<file path="src/rtl/pipe_ctrl_pkg.sv">
// rtl/pipe_ctrl_pkg.sv - shared state encoding and defaults for pipe_hazard_ctrl
package pipe_ctrl_pkg;

    typedef enum logic {
        RUN      = 1'b0,
        MEM_WAIT = 1'b1
    } ctrl_state_e;

    localparam int TIMEOUT_CYCLES_DEFAULT = 64;

endpackage

</file>
<file path="src/rtl/pipe_hazard_ctrl_hazard_detect.sv">
// rtl/pipe_hazard_ctrl_hazard_detect.sv - load-use compare between Execute load and Decode sources
module hazard_detect (
    input  logic [4:0] i_rs1_addrD,
    input  logic [4:0] i_rs2_addrD,
    input  logic [4:0] i_rd_addrE,
    input  logic       i_mem_rdE,
    output logic       o_load_use
);

    // x0 is hardwired to zero, so a load targeting it never produces a dependency
    assign o_load_use = i_mem_rdE && (i_rd_addrE != 5'd0) &&
                        ((i_rd_addrE == i_rs1_addrD) || (i_rd_addrE == i_rs2_addrD));

endmodule

</file>
<file path="src/rtl/pipe_hazard_ctrl.sv">
// rtl/pipe_hazard_ctrl.sv - pipeline stall/flush controller; PIPE_CTRL_WATCHDOG_EN adds memory-wait watchdog
module pipe_hazard_ctrl
    import pipe_ctrl_pkg::*;
#(
    parameter int TIMEOUT_CYCLES = TIMEOUT_CYCLES_DEFAULT
) (
    input  logic       i_clk,
    input  logic       i_rst,
    input  logic [4:0] i_rs1_addrD,
    input  logic [4:0] i_rs2_addrD,
    input  logic [4:0] i_rd_addrE,
    input  logic       i_mem_rdE,
    input  logic       i_br_mispredE,
    input  logic       i_mem_reqM,
    input  logic       i_mem_readyM,
    output logic       o_StallF,
    output logic       o_StallD,
    output logic       o_StallE,
    output logic       o_StallM,
    output logic       o_StallW,
    output logic       o_FlushD,
    output logic       o_FlushE,
    output logic       o_FlushM,
    output logic       o_FlushW,
    output logic       o_busy,
    output logic       o_timeout_err
);

    ctrl_state_e state_q, state_d;
    logic        load_use;
    logic        mem_stall;
    logic        wd_expire;

    hazard_detect u_hazard_detect (
        .i_rs1_addrD (i_rs1_addrD),
        .i_rs2_addrD (i_rs2_addrD),
        .i_rd_addrE  (i_rd_addrE),
        .i_mem_rdE   (i_mem_rdE),
        .o_load_use  (load_use)
    );

    assign mem_stall = i_mem_reqM & ~i_mem_readyM;

`ifdef PIPE_CTRL_WATCHDOG_EN
    localparam int                CNT_W   = $clog2(TIMEOUT_CYCLES + 1);
    localparam logic [CNT_W-1:0]  CNT_MAX = CNT_W'(TIMEOUT_CYCLES);

    logic [CNT_W-1:0] cnt_q, cnt_d;
    logic             err_q, err_d;

    assign wd_expire = (state_q == MEM_WAIT) && mem_stall && (cnt_q == CNT_MAX);

    // Held at zero in RUN so every MEM_WAIT entry starts counting from a clean slate
    always_comb begin
        cnt_d = cnt_q;
        err_d = err_q | wd_expire;
        if (state_q == RUN) begin
            cnt_d = '0;
        end else if (cnt_q != CNT_MAX) begin
            cnt_d = cnt_q + 1'b1;
        end
    end

    always_ff @(posedge i_clk) begin
        if (i_rst) begin
            cnt_q <= '0;
            err_q <= 1'b0;
        end else begin
            cnt_q <= cnt_d;
            err_q <= err_d;
        end
    end

    assign o_timeout_err = err_q;
`else
    assign wd_expire     = 1'b0;
    assign o_timeout_err = 1'b0;
`endif

    always_ff @(posedge i_clk) begin
        if (i_rst) begin
            state_q <= RUN;
        end else begin
            state_q <= state_d;
        end
    end

    always_comb begin
        state_d = state_q;
        case (state_q)
            RUN:      if (mem_stall) state_d = MEM_WAIT;
            MEM_WAIT: if (i_mem_readyM || wd_expire) state_d = RUN;
            default:  state_d = RUN;
        endcase
    end

    assign o_busy = (state_q == MEM_WAIT);

    // Priority: watchdog abort, memory stall, mispredict, load-use
    always_comb begin
        o_StallF = 1'b0;
        o_StallD = 1'b0;
        o_StallE = 1'b0;
        o_StallM = 1'b0;
        o_StallW = 1'b0;
        o_FlushD = 1'b0;
        o_FlushE = 1'b0;
        o_FlushM = 1'b0;
        o_FlushW = 1'b0;
        if (!i_rst) begin
            if (wd_expire) begin
                o_FlushM = 1'b1;
                o_FlushW = 1'b1;
            end else if (mem_stall) begin
                o_StallF = 1'b1;
                o_StallD = 1'b1;
                o_StallE = 1'b1;
                o_StallM = 1'b1;
                o_FlushW = 1'b1;
            end else if (i_br_mispredE) begin
                o_FlushD = 1'b1;
                o_FlushE = 1'b1;
            end else if (load_use) begin
                o_StallF = 1'b1;
                o_StallD = 1'b1;
                o_FlushE = 1'b1;
            end
        end
    end

endmodule

</file>
<file path="config.mk">
export PLATFORM = sky130hd
export DESIGN_NAME = pipe_hazard_ctrl
export DESIGN_NICKNAME = d
export VERILOG_FILES = /design/src/rtl/pipe_ctrl_pkg.sv /design/src/rtl/pipe_hazard_ctrl_hazard_detect.sv /design/src/rtl/pipe_hazard_ctrl.sv
export SDC_FILE = /design/constraint.sdc
export NUM_CORES = 1
export LEC_CHECK = 0
export CAP_MARGIN = 20
export CORE_AREA = 2 2 39 41
export CTS_CLUSTER_SIZE = 12
export DETAILED_ROUTE_END_ITERATION = 7
export DIE_AREA = 0 0 41 43
export HOLD_SLACK_MARGIN = 0.05
export PLACE_DENSITY = 0.7
export SLEW_MARGIN = 20
export SYNTH_ARGS = -nofsm -noshare
export SYNTH_HDL_FRONTEND = slang
export SYNTH_SLANG_ARGS = --single-unit
</file>
<file path="constraint.sdc">
create_clock -name i_clk -period 1.55 [get_ports i_clk]
set_input_delay 0.31 -clock i_clk [delete_from_list [all_inputs] [get_ports i_clk]]
set_output_delay 0.31 -clock i_clk [all_outputs]
set_load 0.02 [all_outputs]
</file>
==> results.py <==
metrics = {
    "global_routing": {
        "grt.total_usage_pct": 8.800,
        "grt_max_degree": 5,
        "overflow": 0,
        "grt_pass1_wl_um": 1166,
        "grt_pass1_vias": 312,
        "antenna_found_initial": 0,
    },
    "floorplanning": {
        "core_um2": 1384,
        "die_w_um": 41,
        "die-area_um2": 1763,
        "start_util_pct": 18.63,
        "ioPinCount": 32,
        "rows": 14,
        "die_h_um": 43,
    },
    "final_layout": {
        "drive_gt1_share_pct": 37.88,
        "areaGrowthSynthToFinish_pct": 122.8,
        "fin_area_um2": 574.3,
        "multiInputGateArea_um2": 230.2,
        "final_cell_mix": "dlygate4sd2_1, buf_4, xor2_1",
        "fillers": 161,
        "largest_reg_flops": 1,
        "postLayoutCoreUtil_pct": 41.50,
        "fin_cells": 82,
        "diodes": 0,
        "layout.nets": 89,
        "register_area_um2": 20.02,
    },
    "placement": {
        "place_area_um2": 581.8,
        "gp_congestion": 0.7186,
        "hpwlAfterDp_um": 665.6,
        "post-place-cells": 82,
        "io_buffer_count": 28,
    },
    "critical_path": {
        "critPathCaptureType": "output pin",
        "cp_top_family": "simple AND/OR/NAND/NOR gates",
        "r2r_end": "o_busy",
        "reg2reg_depth": 2,
        "worst-path-buf-inv": 2,
        "cp.arrival_ns": 1.38,
        "slowest_stage": "or4_4",
        "setup.worst_path.start": "i_rd_addrE[4]",
        "reg2reg_from": "o_busy",
        "required_ns": 1.24,
        "start_kind": "input port",
        "path_cells": "buf_6 -> or4_4 -> o211ai_1 -> o21bai_2 -> buf_6",
        "cp_common_cell": "buf_6",
        "crit_type": "in2out",
        "crit_path_max_fanout": 2,
        "cp-endpoint": "o_StallF",
        "critPathMaxStageDelay_ns": 0.52,
        "cp.depth": 5,
        "rrSetupSlack_ns": 1.00,
    },
    "synth": {
        "ys_types": 14,
        "avgSynthCellArea_um2": 7.364,
        "netlist_area_um2": 257.7,
        "yosysSeqAreaShare_pct": 7.767,
        "synth_cells": 35,
        "ys_warn_count": 0,
        "yosys_register_bits": 1,
    },
    "timing": {
        "layout_min_cycle_time_ns": 1.689,
        "whs_ns": 0.4728,
        "fin_ws_ns": -0.1390,
        "fin_crit_sh_pct": 109.0,
        "setup_violations": 3,
        "rsz0062_at_grt": "true",
        "finClkSkew_ns": 0,
        "setup-tns-final_ns": -0.3958,
        "slew_violations": 0,
        "max_freq_ghz": 0.5921,
        "finalHoldViolCount": 0,
    },
    "clock_tree": {
        "postCtsHoldBufs": 0,
        "cts_setup_buffers": 0,
        "clk_pin_slew_worst_paths_ns": 0,
        "insertion_delay_ns": 0,
    },
    "detailed_routing": {
        "wl_um": 783,
        "avgViaCountPerCell": 3.963,
        "drtPass1Iterations": 1,
        "remaining_drc_errors": 0,
        "drt_iter0_drc": 0,
        "antenna_left": 0,
        "routedWlPerCell_um": 9.549,
        "vias": 325,
    },
    "job": {
        "cap_violations": 0,
    },
    "power_and_ir_drop": {
        "cellLeakagePower_nw": 0.2784,
        "peakVddDrop_uv": 170.4,
        "cellPowerDensity_nw_per_um2": 302.0,
    },
    "status": {
        "outcome": "finished with violations",
        "violations": "negative setup slack",
    },
    "min_path": {
        "hold_depth": 2,
        "min-delay-path-class": "reg2reg",
    },
}
## cell families (layout without fill, tap and decap cells)
logic type,count (synthesis),after routing,share of synthesized area [%]
compound gates,6,6,16.50
xor+xnor,10,10,33.98
buf+inv,7,36,18.93
flops,1,1,7.767
other cells,1,3,1.455
simple gates,10,10,21.36
## synth_stat cells
library cell  number  share of area, %
xor2_1            10                34
conb_1             1               1.5
or4_4              1               4.4
nor3_1             3               5.8
a22oi_1            1               2.9
nor3b_1            1               2.9
buf_4              6                17
dfxtp_1            1               7.8
and2_1             1               2.4
o21bai_1           2               5.8
a21oi_1            1               1.9
inv_1              1               1.5
nor2_1             4               5.8
o211ai_1           2               5.8
## worst min-delay path by stage
stage            from  endpoint  slack [ns]
6_report       o_busy    o_busy        0.47
5_1_grt        o_busy    o_busy        0.51
4_1_cts        o_busy    o_busy        0.48
3_5_place_dp   o_busy    o_busy        0.47
3_3_place_gp   o_busy    o_busy        0.47
2_1_floorplan   i_rst    o_busy        0.39
## tightest hold or removal path, cell delays in order (launching register included)
cell,delay (ns)
dfxtp_1,0.29
nor2_1,0.08
nor3_1,0.05
## final cells by class
class / instances / share of cell area [%]
sequential: 1 / 3.486
inverter: 1 / 0.6536
multi-input combinational: 29 / 40.09
timing repair buffer: 35 / 52.29
tap: 16 / 3.486
## metrics by stage
| stage | setup WS, ns | power, W |
|---|---|---|
| global route | -0.1981 | 0.0001858 |
| finish | -0.1390 | 0.0001735 |
| detailed placement | -0.9302 | 0.0001794 |
| CTS | -0.1677 | 0.0001678 |
| global placement | -0.9036 | 0.0001778 |
| floorplan | -0.1033 | 0.00009195 |
## metal layers
| layer | share of wire [%] | up-vias | wire length (µm) | global-route usage (%) |
|---|---|---|---|---|
| met5 | 0 | - | 0 | 0 |
| met4 | 0 | 0 | 0 | 0 |
| met3 | 4.7 | 0 | 37 | 0 |
| met2 | 57 | 11 | 447 | 18.13 |
| met1 | 38 | 142 | 297 | 9.524 |
| li1 | - | 172 | - | - |
## power breakdown
group | switching, W | total [W] | internal (W) | leakage, nW
logic | 0.0000672 | 0.000145 | 0.0000781 | 0.270
registers | 0.000000565 | 0.0000281 | 0.0000275 | 0.00823
clock network | 0 | 0 | 0 | 0
total | 0.0000678 | 0.000173 | 0.000106 | 0.278
## repair_timing
item	4_1_cts	5_1_grt
endpoints found under the setup margin	7	6
resized for setup	72	5
pin swaps	15	3
(Power assumes the default switching activity.)
